[src/rtl/dm_lsu_pkg.sv]
// Shared constants and types for the data-memory load/store unit.
package dm_lsu_pkg;

  // RISC-V load/store funct3 encodings
  localparam logic [2:0] F3_B  = 3'd0;
  localparam logic [2:0] F3_H  = 3'd1;
  localparam logic [2:0] F3_W  = 3'd2;
  localparam logic [2:0] F3_BU = 3'd4;
  localparam logic [2:0] F3_HU = 3'd5;

  typedef enum logic [0:0] {INIT, RUN} state_e;

  // Stores accept B/H/W only; loads additionally accept BU/HU.
  function automatic logic funct3_legal(input logic we, input logic [2:0] funct3);
    if (we) begin
      return (funct3 == F3_B) || (funct3 == F3_H) || (funct3 == F3_W);
    end
    return (funct3 == F3_B) || (funct3 == F3_H) || (funct3 == F3_W) ||
           (funct3 == F3_BU) || (funct3 == F3_HU);
  endfunction

endpackage

[src/rtl/lsu_align.sv]
// Combinational lane steering: request-side byte enables / store data replication and
// format checks, response-side sub-word selection with sign or zero extension.
import dm_lsu_pkg::*;

module lsu_align (
  input  logic        req_we,
  input  logic [2:0]  req_funct3,
  input  logic [1:0]  req_off,
  input  logic [31:0] req_wdata,
  output logic [3:0]  byte_en,
  output logic [31:0] lane_wdata,
  output logic        misalign,
  output logic        illegal,
  input  logic [2:0]  rsp_funct3,
  input  logic [1:0]  rsp_off,
  input  logic [31:0] raw_word,
  output logic [31:0] load_data
);

  logic [7:0]  sel_byte;
  logic [15:0] sel_half;

  // Request side: data is replicated across lanes so the byte enables alone pick the target.
  always_comb begin
    byte_en    = 4'b0000;
    lane_wdata = req_wdata;
    misalign   = 1'b0;
    case (req_funct3[1:0])
      2'd0: begin
        byte_en    = 4'b0001 << req_off;
        lane_wdata = {4{req_wdata[7:0]}};
      end
      2'd1: begin
        byte_en    = req_off[1] ? 4'b1100 : 4'b0011;
        lane_wdata = {2{req_wdata[15:0]}};
        misalign   = req_off[0];
      end
      2'd2: begin
        byte_en  = 4'b1111;
        misalign = |req_off;
      end
      default: byte_en = 4'b0000;
    endcase
    illegal = !funct3_legal(req_we, req_funct3);
  end

  // Response side: select the addressed lane from the registered word and extend it.
  always_comb begin
    sel_byte  = raw_word[{rsp_off, 3'b000} +: 8];
    sel_half  = raw_word[{rsp_off[1], 4'b0000} +: 16];
    load_data = raw_word;
    case (rsp_funct3)
      F3_B:    load_data = {{24{sel_byte[7]}}, sel_byte};
      F3_H:    load_data = {{16{sel_half[15]}}, sel_half};
      F3_BU:   load_data = {24'd0, sel_byte};
      F3_HU:   load_data = {16'd0, sel_half};
      default: load_data = raw_word;
    endcase
  end

endmodule

[src/rtl/data_memory_lsu.sv]
// Word-organised data memory with RISC-V sub-word loads/stores, a valid/ready request
// channel and a one-cycle registered response. Array is cleared by a sweep after reset.
import dm_lsu_pkg::*;

module data_memory_lsu #(
  parameter int unsigned DEPTH          = 32,
  parameter int unsigned IDX_W          = $clog2(DEPTH),
  parameter bit          CLEAR_ON_RESET = 1'b1
) (
  input  logic        clk,
  input  logic        rst,
  input  logic        req_valid,
  output logic        req_ready,
  input  logic        req_we,
  input  logic [2:0]  req_funct3,
  input  logic [31:0] req_addr,
  input  logic [31:0] req_wdata,
  output logic        rsp_valid,
  output logic [31:0] rsp_rdata,
  output logic        rsp_err,
  output logic        init_done
);

  logic [31:0]      mem [DEPTH];

  state_e           state_q;
  logic [IDX_W-1:0] cnt_q;
  logic [31:0]      raw_q;
  logic [2:0]       f3_q;
  logic [1:0]       off_q;
  logic             load_ok_q;

  logic [IDX_W-1:0] idx;
  logic             accept;
  logic             range_err;
  logic             req_err;
  logic             wr_en;
  logic             sweep_wr;
  logic [3:0]       byte_en;
  logic [31:0]      lane_wdata;
  logic             misalign;
  logic             illegal;
  logic [31:0]      load_data;

  lsu_align u_align (
    .req_we     (req_we),
    .req_funct3 (req_funct3),
    .req_off    (req_addr[1:0]),
    .req_wdata  (req_wdata),
    .byte_en    (byte_en),
    .lane_wdata (lane_wdata),
    .misalign   (misalign),
    .illegal    (illegal),
    .rsp_funct3 (f3_q),
    .rsp_off    (off_q),
    .raw_word   (raw_q),
    .load_data  (load_data)
  );

  // Request decode: handshake, word index and error classification.
  always_comb begin
    req_ready = (state_q == RUN);
    accept    = req_valid & req_ready;
    idx       = req_addr[IDX_W+1:2];
    range_err = {2'b00, req_addr[31:2]} >= DEPTH;
    req_err   = misalign | illegal | range_err;
    wr_en     = accept & req_we & ~req_err;
    sweep_wr  = (state_q == INIT) && CLEAR_ON_RESET;
    rsp_rdata = load_ok_q ? load_data : 32'd0;
  end

  // Array: sweep clear during INIT, otherwise per-byte-enable stores (no reset on contents).
  always_ff @(posedge clk) begin
    if (sweep_wr) begin
      mem[cnt_q] <= 32'd0;
    end else if (wr_en) begin
      for (int b = 0; b < 4; b++) begin
        if (byte_en[b]) begin
          mem[idx][8*b +: 8] <= lane_wdata[8*b +: 8];
        end
      end
    end
  end

  // Control FSM, sweep counter and response registers.
  always_ff @(posedge clk or posedge rst) begin
    if (rst) begin
      state_q   <= INIT;
      cnt_q     <= '0;
      init_done <= 1'b0;
      rsp_valid <= 1'b0;
      rsp_err   <= 1'b0;
      raw_q     <= 32'd0;
      f3_q      <= 3'd0;
      off_q     <= 2'd0;
      load_ok_q <= 1'b0;
    end else begin
      rsp_valid <= accept;
      rsp_err   <= accept & req_err;
      load_ok_q <= accept & ~req_we & ~req_err;
      // Only legal loads touch the array, so an out-of-range index is never read.
      if (accept & ~req_we & ~req_err) begin
        raw_q <= mem[idx];
      end
      if (accept) begin
        f3_q  <= req_funct3;
        off_q <= req_addr[1:0];
      end
      case (state_q)
        INIT: begin
          if (!CLEAR_ON_RESET || cnt_q == IDX_W'(DEPTH - 1)) begin
            state_q   <= RUN;
            init_done <= 1'b1;
          end else begin
            cnt_q <= cnt_q + 1'b1;
          end
        end
        RUN:     state_q <= RUN;
        default: state_q <= INIT;
      endcase
    end
  end

endmodule

[config.mk]
export PLATFORM = sky130hd
export DESIGN_NAME = data_memory_lsu
export DESIGN_NICKNAME = d
export VERILOG_FILES = /design/src/rtl/dm_lsu_pkg.sv /design/src/rtl/lsu_align.sv /design/src/rtl/data_memory_lsu.sv
export SDC_FILE = /design/constraint.sdc
export NUM_CORES = 1
export LEC_CHECK = 0
export ABC_AREA = 1
export CAP_MARGIN = 20
export CELL_PAD_IN_SITES_DETAIL_PLACEMENT = 0
export CELL_PAD_IN_SITES_GLOBAL_PLACEMENT = 1
export CORE_MARGIN = 2
export CORE_UTILIZATION = 37
export CTS_BUF_LIST = sky130_fd_sc_hd__clkbuf_8
export DETAILED_ROUTE_END_ITERATION = 10
export PLACE_DENSITY = 0.65
export SLEW_MARGIN = 20
export SYNTH_ARGS = -nofsm -noshare
export SYNTH_HDL_FRONTEND = slang
export SYNTH_SLANG_ARGS = --single-unit
export TNS_END_PERCENT = 50
[constraint.sdc]
create_clock -name clk -period 8.05 [get_ports clk]
set_input_delay 2.0125 -clock clk [delete_from_list [all_inputs] [get_ports clk]]
set_output_delay 2.0125 -clock clk [all_outputs]
set_load 0.03 [all_outputs]
Word-level counts from Yosys, hierarchy flattened:

Memory sizes are Yosys's and may differ from the RTL's. A register that Yosys moved wholly into a read port is not among the register bits.
Index checks and enable logic that the tools add are counted.

* order comparisons: 1
* reductions and logical operators: 12
* $mul: 0
* mux-type cells: 31
* divide/modulo/power cells: 0
* bitwise operators: 12
* equality and inequality tests: 10
* add/sub/neg operators: 1
* shift-type cells: 3

Operators by type and width (number)
* $pmux W32 S4: 1
* $mux W32: 2
* $pmux W32 S2: 1
* $reduce_or A32 Y1: 1
* $shiftx A32 B6 Y16: 1
* $shiftx A32 B6 Y8: 1
* $ge A30 B6 Y1 const B: 1
* $mux W1: 21
* $eq A3 B3 Y1 const B: 4
* $pmux W4 S3: 1
* $mux W4: 2
* $and A1 B1 Y1: 6
* $eq A3 B1 Y1 const B: 2
* $logic_not A3 Y1: 2
* $add A5 B1 Y5 const B: 1
* $eq A5 B5 Y1 const B: 1
* $mux W5: 1
* $logic_or A1 B1 Y1: 4
* $not A1 Y1: 4
* $pmux W1 S2: 2
* $reduce_and A2 Y1: 2
* $shl A1 B2 Y4 const A: 1
* $eq A3 B2 Y1 const B: 1
* $eq A2 B1 Y1 const B: 1
* other kinds (5): 6

* memories kept: 1
* bits in read-only memories: 0
* logic and storage cells: 79
* memory bits (writable): 1024
* bits in latches: 0
* bits in registers: 15
* output and inout bits: 36

Memories
* mem: words 32, width 32, read ports 1, clocked after memory_dff 1, wr ports 1, line data_memory_lsu.sv:24 `logic [31:0] mem [DEPTH];`

Logic depth before layout (Yosys ltp):

Gate-level depths: netlist of the first run.

* depth after elaboration: 16
* mapped depth: 15

Modules after synthesis:

A second synthesis of the first run with hierarchy kept.

* cell total of the unflattened synthesis: 3862
* area, all modules: 45357.3 um2

By module, submodules not included
* data_memory_lsu: instances 1, cells an instance 3553, area each 43899.6 um2
* lsu_align: instances 1, cells an instance 309, area each 1457.6 um2

Least setup slack after synthesis of the first run:

OpenSTA, ideal clock, no wires.

* kind: input to register
* start: input req_funct3[1]
* end: memory mem[5][0] (enable)
* path slack: 3421 ps
* cell stages on the path: 15
* buffers on the path: 2
* required time: 7667 ps
* data arrival time: 4246 ps
* cell sequence: inv_1 ha_1 buf_6 a21oi_1 nor2_2 nor2_2 nand3_2 nor2_4 o21ai_2 nand2_4 nand2_1 nand2_1 nand2_2 buf_4 nor3_1

* word-level cells in the longest chain between the ends: 16
* elaborated cells between the ends (all ways): 40
* those cells by class: eq/ne: 6; mux: 22; bitwise: 4; reduce/logical: 8

RTL lines
* from (decl): line data_memory_lsu.sv:15 `input logic [2:0] req_funct3,`
* $eq A3 B1 Y1 / $logic_not A3 Y1 (equally long branches): line dm_lsu_pkg.sv:16, dm_lsu_pkg.sv:18
* $logic_or A1 B1 Y1 (2 in a row): line dm_lsu_pkg.sv:16, dm_lsu_pkg.sv:18
* $logic_or A1 B1 Y1: line dm_lsu_pkg.sv:18 `return (funct3 == F3_B) || (funct3 == F3_H) || (funct3 == F3_W) ||`
* $logic_or A1 B1 Y1: line dm_lsu_pkg.sv:19 `(funct3 == F3_BU) || (funct3 == F3_HU);`
* $mux W1: line dm_lsu_pkg.sv:18
* $logic_not A1 Y1: line lsu_align.sv:44 `illegal = !funct3_legal(req_we, req_funct3);`
* $or A1 B1 Y1 (2 in a row): line data_memory_lsu.sv:66 `req_err = misalign | illegal | range_err;`
* $not A1 Y1: line data_memory_lsu.sv:67 `wr_en = accept & req_we & ~req_err;`
* $and A1 B1 Y1: line data_memory_lsu.sv:67
* $mux W1: line data_memory_lsu.sv:76 `end else if (wr_en) begin`
* $mux W1: line data_memory_lsu.sv:74 `if (sweep_wr) begin`
* $mux W1 (implied by the code): line data_memory_lsu.sv:79 `mem[idx][8*b +: 8] <= lane_wdata[8*b +: 8];`
* $reduce_or A32 Y1 (no line)
* $mux W5 (no line) / $mux W4 (equally long branches)
* to (decl): line data_memory_lsu.sv:24

Several ways; a longest one is shown, not always the timed one. The select of a mux whose other input is x is not followed.

Worst setup path in the final report of the first run:

* start: register f3_q[1]
* end: output rsp_rdata[23]

* word-level cells in the longest chain between the ends: 3
* elaborated cells between the ends (all ways): 6
* those cells by class: eq/ne: 3; mux: 2; reduce/logical: 1

RTL lines
* from (decl): line data_memory_lsu.sv:29 `logic [2:0] f3_q;`
* from (signal assigned): line data_memory_lsu.sv:106 `f3_q <= req_funct3;`
* $eq A3 B3 Y1, or another cell as far along: line lsu_align.sv:52 `case (rsp_funct3)`
* $pmux W32 S4 *: line lsu_align.sv:52
* $mux W32 *: line data_memory_lsu.sv:69 `rsp_rdata = load_ok_q ? load_data : 32'd0;`
* to (decl): line data_memory_lsu.sv:19 `output logic [31:0] rsp_rdata,`

Every way passes the cells marked *; elsewhere a longest branch is shown, timed or not.

==> results.md, run 1 <==
* Kind of critical path: reg -> out
* Logic pwr share at 0.055
* Post-synth EDFFs at 1024
* Yosys warnings at 0
* DRT iter0 DRCs at 3078
* Final routed DRC violation total at 0
* Crit path required time at 6040 ps
* CP arrival at 4340 ps
* Number of distinct library cells after synthesis at 40
* Internal power at 8458 uW
* Setup WS post-layout at 1696 ps
* Clk sinks at 1071
* Layout Nets at 3748
* Area of the mapped netlist at 44440 sq um
* Fillers at 11230
* Total Die Area at 122900 sq um
* GR Util met1 at 0.2918
* Worst-skew pair later-pin latency at 860 ps
* Ratio of cells with drive above 1 in the final layout at 0.1272
* Sequential share of the synthesized area at 0.7184
* Max-Cap Viols at 0
* Cell Area, Placed at 47250 sq um
* Yosys top cell by area: edfxtp_1
* # IOs at 107
* Crit path launch type: flop
* Synth area leaders: edfxtp_1 69%, o21ai_0 8.1%, nor2_1 5.9%, o22ai_1 3.6%, dfrtp_1 2.6%
* Max frequency at 157.4 MHz
* Post-layout minimum cycle time at 6354 ps
* NetSw at 2620 uW
* Vias in the first global route at 27910
* Drt total wl at 129300 microns
* Part of the power in registers at 0.544
* Slew Limit Fails at 0
* Post-CTS setup buffer count at 0
* Worst Setup End Kind: primary output
* 1st-pass router iterations at 5
* Vias/cell at 5.398
* Die Ht at 350.6 microns
* Final setup violation count at 0
* Net count after synthesis at 3649
* Cts bufs inserted at 175
* Post-CTS Resized at 0
* Rel. slew slack at 0.2353
* Min Hold Slack at 485.1 ps
* M2 GR Usage at 0.3166
* Placer congestion estimate at 0.8126
* Worst slack at placement at 1370 ps
* Routed Antenna Nets at 0
* Number of synthesized register bits at 1071
* Root Buffer: clkbuf_8
* Main synth FF type: edfxtp_1
* Final Hold Viols at 0
* WL/cell at 23.83 microns
* CP max FO at 21
* Starting density of the core at 0.3719
* Status: completed
* Final setup TNS at 0 ps
* CTS tree: yes
* Avg Synthesized Cell Area at 12.44 sq um
* Worst-Margin Slew at 1138 ps
* Synth top cells by count: 1024 x edfxtp_1, 715 x o21ai_0, 699 x nor2_1
* Final HPWL DP at 76330 microns
* Clock-pin slew of the registers on the worst-case setup and hold paths at 60 ps
* Maximum VDD drop at 0.0001384 V
* Worst-case clock skew at 45.20 ps
* Core area at 119500 sq um
* Leakage at 0.01861 uW
* Most instantiated library cell after synthesis: edfxtp_1
* Design Area, Final at 50540 sq um
* Met3 Track Usage GR at 0.04718
* Clk pwr share at 0.401
* Min-Delay Path Class: reg -> reg
* Via count at 29300
* Pin count of the biggest net entering global routing at 225
* CTS H-tree depth at 4
* Gr busiest metal: met2
* Wire length of the first global-routing pass at 188100 microns
* Synth Instances at 3572
* Overflow after GRT at 0
* Core Rows at 127
* Layout area overhead at 13.73%
* Final critical-path share of the clock period at 0.7893
* Hold_buf cts at 0
* GRT Total Usage at 0.2076
* Port Buffers at 106
* RSZ-0062 raised after global routing: false
* CTS Buffer Depth at 3
* Die X-Extent at 350.6 microns
* Switching part of the total power at 0.2365
* Share of the synthesized area in the top cell type at 0.6919
* Post-synth ARST share at 0.04388
* PD cells at 219.2 nW/um^2
* Initial antenna violation count at 7
## critical path, stage by stage, from the launching register on
cell and delay [ps]:
dfrtp_1 810, clkinv_1 650, nand4_1 270, nand2_1 90, inv_1 180, o21ai_0 150, o211ai_1 310, buf_2 320
a21oi_1 70, clkdlybuf4s50_1 640
## power groups by stage
stage | Clock [uW] | Combinational [uW] | Sequential (uW)
after floorplan | 0 | 374 | 6130
after global placement | 0 | 603 | 6140
after detailed placement | 0 | 602 | 6140
after CTS | 4530 | 603 | 6020
after global routing | 4770 | 662 | 6020
final | 4450 | 608 | 6020
## metrics by stage
stage / power, uW / util / instances
after global routing: 11450 / 0.4229 / 5426
after CTS: 11160 / 0.4224 / 5423
after global placement: 6742 / 0.3951 / 5104
after detailed placement: 6740 / 0.3954 / 5104
final: 11080 / 0.4230 / 5428
after floorplan: 6507 / - / 3572
## worst paths after layout
kind	from	to	slack, ps	cells past startpoint
max in group asynchronous	rst	req_ready	5970	3
min in group asynchronous	rst	raw_q[22]	1640	3
setup reg to reg	req_ready	mem[0][5]	3870	11
hold / removal	f3_q[0]	f3_q[0]	490	2
hold reg to reg	f3_q[0]	f3_q[0]	490	2
setup / recovery	f3_q[1]	rsp_rdata[23]	1700	9
## area by class of cell
| class | count | area [sq um] | share of cell area |
|---|---|---|---|
| well taps | 1612 | 2017 | 0.03991 |
| inverters | 105 | 409.1 | 0.008095 |
| repair buffers | 195 | 1783 | 0.03528 |
| multi-input cells | 2123 | 11180 | 0.2211 |
| flip-flops and latches | 1071 | 31930 | 0.6317 |
| clock inverters | 137 | 719.4 | 0.01423 |
| diodes | 3 | 7.507 | 0.0001485 |
| clock buffers | 182 | 2505 | 0.04956 |
## metal layers
| layer | wire, microns | up-vias | part of all wire |
|---|---|---|---|
| li1 | - | 13490 | - |
| met1 | 57380 | 14600 | 0.44 |
| met2 | 58770 | 1033 | 0.45 |
| met3 | 9866 | 167 | 0.076 |
| met4 | 3295 | 4 | 0.025 |
| met5 | 23 | - | 0.00018 |
## cells in the final DEF (no fill, tap or decap), types with 6 or more instances in the layout
cell,n
nand3_1,42
ha_1,6
nand2_1,82
buf_4,83
nor2_4,13
a21oi_1,29
nor2_2,23
nand3_4,8
clkinv_1,46
inv_1,158
clkdlybuf4s50_1,101
clkbuf_8,183
edfxtp_1,1024
nor3_1,36
o211ai_1,37
nor3_2,95
dfrtp_1,47
o21ai_0,715
a211oi_1,7
clkinv_2,15
nand4_1,6
nor2_1,667
nand2_4,7
inv_6,6
or2_2,16
o22ai_1,256
o221ai_1,50
## sequential cells by signal, summed over array words and instances (netlist names), 2 cells and up
signal	cells
cnt_q	5
mem	1024
off_q	2
f3_q	3
raw_q	32
## cells by family after synthesis
logic type | Yosys count | share of synthesized area
buffers and inverters | 378 | 0.03491
adder cells (fa/ha/maj) | 6 | 0.001689
AO/OA/AOI/OAI | 1104 | 0.1386
AND/OR/NAND/NOR | 1009 | 0.1056
multiplexers | 1 | 0.0002252
XOR/XNOR | 3 | 0.0005913
flip-flops | 1071 | 0.7184
(Power assumes the default switching activity.)
==> run 2: changes to the inputs <==
--- a/config.mk
+++ b/config.mk
@@ -13,7 +13,7 @@
 export CORE_UTILIZATION = 37
 export CTS_BUF_LIST = sky130_fd_sc_hd__clkbuf_8
 export DETAILED_ROUTE_END_ITERATION = 10
-export PLACE_DENSITY = 0.65
+export PLACE_DENSITY = 0.67
 export SLEW_MARGIN = 20
 export SYNTH_ARGS = -nofsm -noshare
 export SYNTH_HDL_FRONTEND = slang
==> constraint.sdc (replaced) <==
create_clock -name clk -period 5.7 [get_ports clk]
set_input_delay 1.425 -clock clk [delete_from_list [all_inputs] [get_ports clk]]
set_output_delay 1.425 -clock clk [all_outputs]
set_load 0.03 [all_outputs]
==> run 2 against run 1 <==
  * Clock skew shrank 18 ps
  * Wire length up 0.11%
  * Cell area increased by 0.87%
  * Clock power increased by 38%
  * Sequential share of layout area down 0.55 points
  * Register-to-register slack worse by 1500 ps
  * Power is 40% higher
  * Via count up 1.4%
  * Sequential power rose by 41%
  * Die area is the same
  * Flip-flop and latch count is the same
  * Largest cell class unchanged
  * Highest routed layer unchanged
==> results.md, run 2 (same netlist as run 1, synthesis figures left out) <==
* Ratio of cells with drive above 1 in the final layout at 0.1428
* Worst-Margin Slew at 987.3 ps
* Drt total wl at 129500 microns
* Crit path launch type: flop
* RSZ-0062 raised after global routing: false
* Final HPWL DP at 78290 microns
* Leakage at 0.01891 uW
* Most frequent cells in the layout: 1024 x edfxtp_1, 715 x o21ai_0, 667 x nor2_1
* Core area at 119500 sq um
* Status: completed
* CTS tree: yes
* Layout Nets at 3817
* PD cells at 304.6 nW/um^2
* Root Buffer: clkbuf_8
* GRT Total Usage at 0.2084
* Hold_buf cts at 0
* Worst r2r dst: mem[14][17]
* Pin count of the biggest net entering global routing at 210
* Slew Limit Fails at 0
* Worst-case clock skew at 26.90 ps
* CTS H-tree depth at 4
* Via count at 29710
* Layout area overhead at 14.72%
* Final routed DRC violation total at 0
* Min-Delay Path Class: reg -> reg
* R2R Path Start: req_ready
* Worst Setup End Kind: primary output
* Maximum VDD drop at 0.0001742 V
* Final setup TNS at 0 ps
* Min-Delay Startpoint: init_done
* Core Rows at 127
* Final setup violation count at 0
* Post-Layout Cell Count at 5485
* Rel. slew slack at 0.3418
* Port Buffers at 106
* Post-CTS setup buffer count at 0
* Starting density of the core at 0.3719
* Max frequency at 192.6 MHz
* Largest registers: mem x1024, raw_q x32, cnt_q x5
* Max-Cap Viols at 0
* Final critical-path share of the clock period at 0.9109
* Largest register FFs at 1024
* Vias in the first global route at 29040
* Kind of critical path: reg -> out
* CTS Buffer Depth at 3
* Initial antenna violation count at 3
* Routed Antenna Nets at 0
* Clock-pin slew of the registers on the worst-case setup and hold paths at 70 ps
* Die X-Extent at 350.6 microns
* Largest register by flop count: mem
* Wire length of the first global-routing pass at 189300 microns
* Worst-skew pair later-pin latency at 840 ps
* Post-layout minimum cycle time at 5192 ps
* Post-CTS Resized at 0
* Reg2reg path depth at 11
* 1st-pass router iterations at 5
* DRT iter0 DRCs at 3516
* Crit path required time at 4280 ps
* WL/cell at 23.61 microns
* Worst Hold Path EP: init_done
* Dpl cells at 5174
* Total Die Area at 122900 sq um
* Cts bufs inserted at 175
* Clk sinks at 1071
* Overflow after GRT at 0
* Vias/cell at 5.417
* Placer congestion estimate at 0.8283
* Final Hold Viols at 0
* CP max FO at 21
* Die Ht at 350.6 microns
* Setup WS post-layout at 508.0 ps
* Hold Path Depth at 1
* Most common cell after layout, fill and taps aside: edfxtp_1
* CP arrival at 3770 ps
* # IOs at 107
* Worst slack at placement at 625.1 ps
* Slack of the worst reg-to-reg path at 2410 ps
## run 2: cell count changes in the layout (fill, tap and decap cells not counted), moves of 9 or more
| cell | delta |
|---|---|
| clkinv_2 | +9 |
| buf_4 | +62 |
| nor2_4 | -11 |
| nor3_2 | -12 |
| nor2_2 | +11 |
| inv_1 | -15 |
| nor3_1 | +12 |
## run 2: worst max path at each step
| stage | start | end | slack [ps] | depth (start not counted) |
|---|---|---|---|---|
| floorplan | req_funct3[1] | mem[5][0] | 1660 | 15 |
| global placement | req_funct3[1] | mem[18][2] | 670 | 12 |
| detailed placement | req_funct3[1] | mem[14][17] | 630 | 12 |
| CTS | f3_q[1] | rsp_rdata[23] | 420 | 8 |
| global route | f3_q[1] | rsp_rdata[18] | 250 | 10 |
| finish | f3_q[1] | rsp_rdata[20] | 510 | 10 |
## run 2: per-stage QoR
stage	hold WS [ps]	util	cell area (sq um)	power (uW)
floorplan	453.0	-	44440	9190
global route	484.4	0.4267	50980	16060
global placement	458.9	0.4001	47810	9529
CTS	468.3	0.4266	50970	15650
finish	470.9	0.4267	50980	15530
detailed placement	454.5	0.4001	47810	9522
## run 2: critical path, stage by stage, from the launching register on
cell and delay, ps:
dfrtp_1 770, clkinv_1 140, buf_4 220, nand4_1 100, nand2_1 60, inv_1 190
o21ai_0 160, o211ai_1 260, clkbuf_4 310, a21oi_1 60, clkdlybuf4s50_1 630
## run 2: area by class of cell
| type | instances | area (sq um) |
|---|---|---|
| fillers | 11150 | 68510 |
| flip-flops and latches | 1071 | 31930 |
| multi-input cells | 2123 | 11060 |
| clock buffers | 179 | 2464 |
| repair buffers | 264 | 2406 |
| well taps | 1612 | 2017 |
| clock inverters | 130 | 698.2 |
| inverters | 105 | 409.1 |
| diodes | 1 | 2.502 |
## run 2: report_power, final
part	total (uW)	switching, uW	internal [uW]	leakage, uW
registers	8500	8.42	8490	0.0122
clock network	6160	3060	3100	0.00177
logic	863	587	276	0.00493
## run 2: metal layers
layer | part of all wire | global-route usage | vias up | routed length, microns
li1 | - | - | 13610 | -
met2 | 0.46 | 0.3226 | 1246 | 59270
met3 | 0.080 | 0.04506 | 212 | 10370
met4 | 0.034 | 0.08181 | 2 | 4450
met1 | 0.43 | 0.2866 | 14650 | 55380
met5 | 0.00012 | 0 | - | 15
